File: src/rtl/seg7_scan_display_if.sv
// seg7_scan_display_if
//   IO-write bus between the CPU's IO decode and the seven-segment display.
//   The CPU side drives every signal. The display only samples them.
//
//   segwrite : write strobe from IO decode, active high
//   segcs    : chip select; the display is the selected output device
//   segaddr  : register select (00 value low, 10 value high, 01 control, 11 none)
//   segwdata : 16-bit write data
interface seg7_scan_display_if;
  logic        segwrite;
  logic        segcs;
  logic [1:0]  segaddr;
  logic [15:0] segwdata;

  modport master (
    output segwrite,
    output segcs,
    output segaddr,
    output segwdata
  );

  modport slave (
    input  segwrite,
    input  segcs,
    input  segaddr,
    input  segwdata
  );
endinterface

File: src/rtl/seg7_scan_display.sv
// seg7_scan_display
//   Memory-mapped driver for an 8-digit, common-anode seven-segment display.
//   The CPU loads a 32-bit value, a per-digit blank mask and a per-digit
//   decimal-point mask. The block lights one digit at a time. Each digit stays
//   lit for SCAN_DIV clock cycles, so a full frame is 8*SCAN_DIV cycles.
//
//   Parameters
//     SCAN_DIV : clock cycles per digit slot (1..65535)
//
//   Ports
//     clock    : system clock
//     reset    : synchronous, active-high reset
//     bus      : IO-write bus (slave side): segwrite, segcs, segaddr, segwdata
//     seg_en   : digit enables, active low; bit i = digit i (digit 0 rightmost)
//     seg_out  : segments, active low, {dp,g,f,e,d,c,b,a}
module seg7_scan_display #(
  parameter int unsigned SCAN_DIV = 20000
) (
  input  logic                      clock,
  input  logic                      reset,
  seg7_scan_display_if.slave        bus,
  output logic [7:0]                seg_en,
  output logic [7:0]                seg_out
);

  // Terminal count of the slot divider. With SCAN_DIV = 1 this is 0, so
  // every cycle is a terminal cycle and the digit index advances each clock.
  localparam logic [15:0] DIV_LAST = 16'(SCAN_DIV - 1);

  localparam logic [1:0] ADDR_VAL_LO = 2'b00;
  localparam logic [1:0] ADDR_CTRL   = 2'b01;
  localparam logic [1:0] ADDR_VAL_HI = 2'b10;

  // Register file
  logic [31:0] value_r;
  logic [7:0]  blank_r;
  logic [7:0]  dpmask_r;

  // Scan timing
  logic [15:0] div_cnt;
  logic [2:0]  idx;
  logic        div_last;

  // Output stage
  logic        wr_en;
  logic [3:0]  nib_p0;
  logic [7:0]  seg_en_p0;
  logic [7:0]  seg_out_p0;
  logic [7:0]  seg_en_p1;
  logic [7:0]  seg_out_p1;

  // Active-low hex font for segments {g,f,e,d,c,b,a}.
  function automatic logic [6:0] hex_to_seg(input logic [3:0] nib);
    logic [6:0] seg;
    case (nib)
      4'h0:    seg = 7'h40;
      4'h1:    seg = 7'h79;
      4'h2:    seg = 7'h24;
      4'h3:    seg = 7'h30;
      4'h4:    seg = 7'h19;
      4'h5:    seg = 7'h12;
      4'h6:    seg = 7'h02;
      4'h7:    seg = 7'h78;
      4'h8:    seg = 7'h00;
      4'h9:    seg = 7'h10;
      4'hA:    seg = 7'h08;
      4'hB:    seg = 7'h03;
      4'hC:    seg = 7'h46;
      4'hD:    seg = 7'h21;
      4'hE:    seg = 7'h06;
      default: seg = 7'h0E;
    endcase
    return seg;
  endfunction

  // Active-low one-hot digit enable. A blanked digit turns every anode off.
  function automatic logic [7:0] digit_enable(input logic [2:0] sel,
                                              input logic [7:0] blank_mask);
    logic [7:0] en;
    if (blank_mask[sel]) en = 8'hFF;
    else                 en = ~(8'h01 << sel);
    return en;
  endfunction

  assign wr_en    = bus.segcs && bus.segwrite;
  assign div_last = (div_cnt == DIV_LAST);

  // Register writes. A write never touches the scan counters, so the CPU can
  // update the display at any time without shifting the slot timing.
  always_ff @(posedge clock) begin
    if (reset) begin
      value_r  <= 32'h0;
      blank_r  <= 8'h0;
      dpmask_r <= 8'h0;
    end else if (wr_en) begin
      case (bus.segaddr)
        ADDR_VAL_LO: value_r[15:0]       <= bus.segwdata;
        ADDR_VAL_HI: value_r[31:16]      <= bus.segwdata;
        ADDR_CTRL:   {dpmask_r, blank_r} <= bus.segwdata;
        default:     ;
      endcase
    end
  end

  // Slot divider and digit index. idx wraps 7 -> 0 by natural 3-bit overflow.
  always_ff @(posedge clock) begin
    if (reset) begin
      div_cnt <= 16'h0;
      idx     <= 3'd0;
    end else if (div_last) begin
      div_cnt <= 16'h0;
      idx     <= idx + 3'd1;
    end else begin
      div_cnt <= div_cnt + 16'h1;
    end
  end

  // ---- p0: combinational digit decode from the current idx and registers ----
  // The segment pattern is decoded even when the digit is blanked. The anodes
  // are off then, so the pattern never shows.
  always_comb begin
    nib_p0     = value_r[{idx, 2'b00} +: 4];
    seg_en_p0  = digit_enable(idx, blank_r);
    seg_out_p0 = {~dpmask_r[idx], hex_to_seg(nib_p0)};
  end

  // ---- p1: registered pin drivers, reloaded every cycle ----
  always_ff @(posedge clock) begin
    if (reset) begin
      seg_en_p1  <= 8'hFF;
      seg_out_p1 <= 8'hFF;
    end else begin
      seg_en_p1  <= seg_en_p0;
      seg_out_p1 <= seg_out_p0;
    end
  end

  assign seg_en  = seg_en_p1;
  assign seg_out = seg_out_p1;

endmodule

File: src/flat_wrapper.sv
// flat-port wrapper written by rule: the top's interface ports become plain ports
module seg7_scan_display_flat 
#(
  parameter int unsigned SCAN_DIV = 20000
)
  (clock, reset, seg_en, seg_out, bus_segwrite, bus_segcs, bus_segaddr, bus_segwdata);
  seg7_scan_display_if bus_i ();
  input  logic clock;
  input  logic reset;
  output logic [7:0] seg_en;
  output logic [7:0] seg_out;
  input wire logic [$bits(bus_i.segwrite)-1:0] bus_segwrite;
  input wire logic [$bits(bus_i.segcs)-1:0] bus_segcs;
  input wire logic [$bits(bus_i.segaddr)-1:0] bus_segaddr;
  input wire logic [$bits(bus_i.segwdata)-1:0] bus_segwdata;
  assign bus_i.segwrite = bus_segwrite;
  assign bus_i.segcs = bus_segcs;
  assign bus_i.segaddr = bus_segaddr;
  assign bus_i.segwdata = bus_segwdata;
  seg7_scan_display #(.SCAN_DIV(SCAN_DIV)) u_core (.clock(clock), .reset(reset), .bus(bus_i), .seg_en(seg_en), .seg_out(seg_out));
endmodule
File: config.mk
export PLATFORM = sky130hd
export DESIGN_NAME = seg7_scan_display_flat
export DESIGN_NICKNAME = d
export VERILOG_FILES = /design/src/rtl/seg7_scan_display_if.sv /design/src/rtl/seg7_scan_display.sv /design/src/flat_wrapper.sv
export SDC_FILE = /design/constraint.sdc
export NUM_CORES = 1
export LEC_CHECK = 0
export BUFFER_PORTS_ARGS = -buffer_cell sky130_fd_sc_hd__buf_4
export CAP_MARGIN = 20
export CORE_MARGIN = 2
export CORE_UTILIZATION = 52
export CTS_BUF_LIST = sky130_fd_sc_hd__clkbuf_8 sky130_fd_sc_hd__clkbuf_16
export CTS_CLUSTER_DIAMETER = 150
export CTS_CLUSTER_SIZE = 25
export DETAILED_ROUTE_END_ITERATION = 12
export GPL_ROUTABILITY_DRIVEN = 0
export GPL_TIMING_DRIVEN = 0
export PLACE_DENSITY = 0.72
export SLEW_MARGIN = 20
export SYNTH_ARGS = -nofsm -noshare
export SYNTH_HDL_FRONTEND = slang
export SYNTH_SLANG_ARGS = --single-unit
File: constraint.sdc
create_clock -name clock -period 2.8 [get_ports clock]
set_input_delay 0.42 -clock clock [delete_from_list [all_inputs] [get_ports clock]]
set_output_delay 0.42 -clock clock [all_outputs]
set_load 0.05 [all_outputs]
==> qor.csv, run 1 <==
metric,value,unit
crit_required,3.01,ns
clk_latency,0.35,ns
cts_sinks,83,
drv_slew,0,
dr.pass1.iters,4,
power,2470,uW
hold_slack,0.333,ns
areaGrowthSynthToFinish,17.6,%
rr_endpoint,u_core.seg_out[0],
slowest_stage,mux4_2,
hold_violations,0,
leakagePower,0.00160,uW
initialDrtViolationCount,108,
grt_first_pass_wirelength,12300,um
layout_common_cells,"122 x nand2_1, 82 x dfxtp_1, 49 x a21oi_1, 36 x buf_4, 25 x nor2_1",
hold_buffers,0,
async_flop_share,0,%
max_freq,0.374,GHz
placed_cells,524,
ys_ff_latch,83,
maxCapViolations,0,
vias,2845,
fin_area,4180,um^2
peakVddDrop,0.343,mV
critPathKind,flop to flop,
stdcell_count,538,
rr_startpoint,u_core.idx[0],
critPathMaxFanout,10,
fin_crit_sh,95.5,%
detail_route.vias_per_cell,5.29,
cts_tree,done,
die_h,86.7,um
relSlewSlack,46.2,%
synth_fp_nets,443,
path_cells,buf_6 > buf_6 > mux4_2 > mux2i_2 > inv_2 > ha_1 > a2111oi_0 > a211oi_1,
fin_skew,0.00967,ns
ant_nets,0,
antenna_found_initial,0,
synthTopCellsByArea,"dfxtp_1 47%, nand2_1 13%, a21oi_1 6.9%",
synthCells,408,
ys_warn_count,0,
antenna_cells,0,
power_density,589,nW/um^2
reg2reg_slack,0.13,ns
worstSetupStartpointType,flop,
drc,0,
detail_route.wl_per_cell,14.0,um
reg2reg_depth,8,
clockBufferDepth,2,
synth_area_per_cell,8.72,um^2
rows,30,
numPortBuffers,36,
grt_max_degree,14,
fp.coreArea,6720,um^2
end_kind,flop,
hold_depth,3,
drive_gt1_share,15.7,%
final_common_cell,nand2_1,
num_io_pins,38,
grt_overflow,0,
cts-root-buf,clkbuf_8,
hold_class,input pin to flop,
die_x,86.7,um
crit_top_cell,buf_6,
synth-edff-count,0,
die_area,7520,um^2
finalSetupViolations,0,
synth.largest_area_cell,dfxtp_1,
synth_cell_types,36,
syn_area,3560,um^2
routed_wl,7550,um
rsz0062_at_grt,no,
numCtsBuffers,9,
ys_seq_area_share,46.7,%
worstPathArrival,2.88,ns
status,completed,
initial_core_util,52.9,%
holdPathEnd,u_core.value_r[2],
first_global_vias,2605,
netlist.area_leader.share,46.7,%
grt_usage,21.5,%
ys.flop_type,dfxtp_1,
final.min_clock_period,2.67,ns
ctsHtreeMaxLevel,3,
slowest_delay,0.55,ns
nNetsFinal,490,
cts_setup_buffers,0,
dp_hpwl,5630,um
tightest_slew,0.801,ns
placed_cell_area,3930,um^2
nFillCells,581,
hold_start,bus_segwdata[2],
clk_pin_slew,0.08,ns
## area by class of cell
class | instances | area (um^2) | area share, %
plain buffers | 23 | 111 | 2.66
clock buffers | 9 | 124 | 2.96
clock inverters | 5 | 128 | 3.05
inverters | 10 | 37.5 | 0.897
multi-input cells | 292 | 1750 | 41.8
flip-flops and latches | 83 | 1660 | 39.7
well taps | 80 | 100 | 2.39
repair buffers | 36 | 270 | 6.46
## logic make-up (layout without fill, tap and decap cells)
kind of cell	Yosys count	after routing	share of synthesized area, %
multiplexers	22	22	10.2
AND/OR/NAND/NOR	178	178	20.6
AO/OA/AOI/OAI	63	63	9.74
flip-flops	83	83	46.7
adder cells (fa/ha/maj)	13	13	4.57
XOR/XNOR	16	16	3.94
buffers and inverters	33	83	4.19
## metal layers
metal / global-route usage [%] / share of wire (%) / vias to the layer above
met5: 0 / 0 / -
met4: 8.24 / 1.2 / 0
met2: 36.0 / 49 / 55
met1: 27.7 / 46 / 1329
li1: - / - / 1455
met3: 3.90 / 3.6 / 6
## state kept, by name, summed over array words and instances, names as in the netlist
name and count:
u_core.idx 3, u_core.div_cnt 16, u_core.blank_r 8, u_core.dpmask_r 8, u_core.seg_en 8, u_core.seg_out 8, u_core.value_r 32
## worst max path at each step
stage / start / end / slack [ns]
floorplan: u_core.idx[0] / u_core.seg_out[0] / 0.48
global placement: u_core.idx[1] / u_core.seg_out[0] / -0.01
detailed placement: u_core.idx[1] / u_core.seg_out[0] / -0.03
CTS: u_core.idx[1] / u_core.seg_out[0] / 0.08
global route: u_core.idx[0] / u_core.seg_out[3] / 0.02
finish: u_core.idx[0] / u_core.seg_out[0] / 0.13
## through the flow
stage	util (%)	setup WS, ns	setup TNS (ns)
final	62.3	0.127	0
after floorplan	-	0.481	0
after global routing	62.3	0.0171	0
after global placement	58.5	-0.00973	-0.00973
after CTS	62.3	0.0823	0
after detailed placement	58.5	-0.0271	-0.0271
## synthesized netlist by cell type (2+ instances only)
master    instances
nand3_1           8
xnor2_1           6
and3_1            5
a31oi_1           3
buf_2             2
a211oi_1          2
nor3_1            6
nand2_1         122
nor2b_1           2
inv_2             3
nor4_1            2
buf_6             3
dfxtp_1          83
nor2_1           25
and2_1            2
mux2_1            2
ha_1             13
xor2_1           10
clkbuf_1         18
nor4b_1           2
o21ai_1           2
mux4_2           10
nand4_1           3
inv_1             7
a21oi_1          49
mux2i_1           8
## worst max-delay path: cells and delay by family (launching register included)
family                     cells  cell delay [ns]
DFF                            1             0.39
buffers and inverters          3             0.46
AOI/OAI and AO/OA              2             0.55
muxes                          2             0.88
adders and majority gates      1             0.26
## power breakdown
part | internal (uW) | switching [uW]
sequential | 1210 | 12.5
combinational | 60.0 | 105
clock | 673 | 411
## what timing repair did
item,CTS,global route
hold endpoints to repair,0,0
setup endpoints to repair,1,2
resized for setup,1,1
(Power assumes the default switching activity.)
==> run 2: changes to the inputs <==
--- a/config.mk
+++ b/config.mk
@@ -11,9 +11,8 @@
 export CORE_UTILIZATION = 52
 export CTS_BUF_LIST = sky130_fd_sc_hd__clkbuf_8 sky130_fd_sc_hd__clkbuf_16
 export CTS_CLUSTER_DIAMETER = 150
-export CTS_CLUSTER_SIZE = 25
+export CTS_CLUSTER_SIZE = 10
 export DETAILED_ROUTE_END_ITERATION = 12
-export GPL_ROUTABILITY_DRIVEN = 0
 export GPL_TIMING_DRIVEN = 0
 export PLACE_DENSITY = 0.72
 export SLEW_MARGIN = 20
==> constraint.sdc (replaced) <==
create_clock -name clock -period 3.4 [get_ports clock]
set_input_delay 0.51 -clock clock [delete_from_list [all_inputs] [get_ports clock]]
set_output_delay 0.51 -clock clock [all_outputs]
set_load 0.05 [all_outputs]
==> run 2 against run 1 <==
Net effect: largest cell class unchanged; wire length grew 0.17%; combinational power down 18%; clock-buffer cell count unchanged; first-iteration DRC count increased by 4.6%; total power fell by 18%.
==> qor.csv, run 2 (synthesis results as in run 1) <==
metric,value,unit,change
placed_cell_area,3930,um^2,unchanged
fin_crit_sh,85.0,%,-10 points
tightest_slew,0.801,ns,+0.000219 ns
critPathKind,flop to flop,,
hold_violations,0,,unchanged
grt_max_degree,14,,unchanged
fin_skew,0.0101,ns,+0.000472 ns
drc,0,,unchanged
fp.coreArea,6720,um^2,unchanged
areaGrowthSynthToFinish,17.5,%,
die_h,86.7,um,unchanged
end_kind,flop,,
maxCapViolations,0,,unchanged
final.min_clock_period,2.89,ns,+0.217 ns
hold_buffers,0,,unchanged
hold_class,input pin to flop,,
worstSetupStartpointType,flop,,
routed_wl,7560,um,+0.17%
detail_route.vias_per_cell,5.30,,+0.28%
initialDrtViolationCount,113,,+4.6%
dp_hpwl,5630,um,unchanged
cts_sinks,83,,unchanged
fin_setup_tns,0,ns,unchanged
initial_core_util,52.9,%,unchanged
detail_route.wl_per_cell,14.1,um,+0.17%
top_register,u_core.value_r,,
num_io_pins,38,,unchanged
clk_latency,0.35,ns,about the same
rows,30,,unchanged
clockBufferDepth,2,,unchanged
grt_overflow,0,,unchanged
final_common_cell,nand2_1,,
cts-root-buf,clkbuf_8,,
status,completed,,
drive_gt1_share,15.3,%,-0.44 points
grt_first_pass_wirelength,12300,um,unchanged
multiInputGateArea,1750,um^2,-0.21%
finalSetupViolations,0,,unchanged
leakagePower,0.00160,uW,+0.34%
rsz0062_at_grt,no,,
antenna_cells,0,,unchanged
die_x,86.7,um,unchanged
cts_tree,done,,
path_cells,buf_2 > mux4_2 > mux2i_1 > inv_1 > ha_1 > a2111oi_0 > a211oi_1,,
fin_area,4180,um^2,-0.12%
antenna_found_initial,0,,unchanged
reg.largest.list,"u_core.value_r (32), u_core.div_cnt (16)",,
crit_required,3.61,ns,+0.60 ns
dr.pass1.iters,5,,+1
grt_usage,21.5,%,unchanged
ant_nets,0,,unchanged
slowest_stage,dfxtp_1,,
peakVddDrop,0.283,mV,-18%
numPortBuffers,36,,unchanged
largest_reg_flops,32,,unchanged
vias,2853,,+0.28%
nNetsFinal,490,,unchanged
layout_common_cells,"122 x nand2_1, 83 x dfxtp_1, 49 x a21oi_1, 36 x buf_4, 25 x nor2_1",,
max_freq,0.346,GHz,-7.5%
gp_congestion,0.852,,
critPathMaxFanout,10,,unchanged
ctsResizeCount,0,,-1
numCtsBuffers,9,,unchanged
nFillCells,582,,+0.17%
cts_setup_buffers,0,,unchanged
die_area,7520,um^2,unchanged
final_util,62.2,%,-0.074 points
power_density,487,nW/um^2,-17%
placed_cells,524,,unchanged
relSlewSlack,46.2,%,about the same
ctsHtreeMaxLevel,3,,unchanged
hold_slack,0.419,ns,+0.0859 ns
slowest_delay,0.54,ns,about the same
first_global_vias,2605,,unchanged
regArea,1660,um^2,about the same
drv_slew,0,,unchanged
worstPathArrival,3.10,ns,+0.22 ns
stdcell_count,538,,unchanged
clk_pin_slew,0.08,ns,about the same
==> run 2: worst paths after layout <==
path / from / end / slack [ns] / depth (start not counted)
setup / recovery: u_core.idx[1] / u_core.seg_out[0] / 0.51 / 7
hold / removal: bus_segwdata[2] / u_core.value_r[2] / 0.42 / 3
setup reg to reg: u_core.idx[1] / u_core.seg_out[0] / 0.51 / 7
hold reg to reg: u_core.dpmask_r[2] / u_core.dpmask_r[2] / 0.46 / 2
==> run 2: per-layer routing <==
| layer | track usage, % | up-vias | routed length [um] | part of all wire [%] |
|---|---|---|---|---|
| li1 | - | 1454 | - | - |
| met1 | 27.7 | 1329 | 3450 | 46 |
| met2 | 36.0 | 63 | 3690 | 49 |
| met3 | 3.90 | 7 | 341 | 4.5 |
| met4 | 8.24 | 0 | 90 | 1.2 |
| met5 | 0 | - | 0 | 0 |
==> run 2: cell type report <==
class	instances	area share, %
timing repair buffer	36	6.47
inverter	10	0.898
clock inverter	5	3.05
buffer	23	2.66
sequential	83	39.8
clock buffer	9	2.96
multi-input combinational	292	41.8
tap	80	2.40
==> run 2: per-stage QoR <==
stage	power [uW]	setup slack, ns
3_5_place_dp	1160	0.573
4_1_cts	2040	0.534
3_3_place_gp	1160	0.590
5_1_grt	2090	0.333
2_1_floorplan	1100	1.08
6_report	2030	0.510
==> run 2: worst max-delay path: cells and delay by family (launching register included) <==
family | cells | cell delay [ns]
buffers and inverters | 2 | 0.56
multiplexers | 2 | 0.84
flip-flops | 1 | 0.54
AO/OA/AOI/OAI | 2 | 0.55
adder cells (fa/ha/maj) | 1 | 0.28
==> run 2: power by group <==
group          leakage (uW)  internal [uW]  switching (uW)
Clock              0.000121            554             342
Sequential         0.000674            993            10.3
Combinational      0.000809           49.3            86.1
Total               0.00160           1600             438
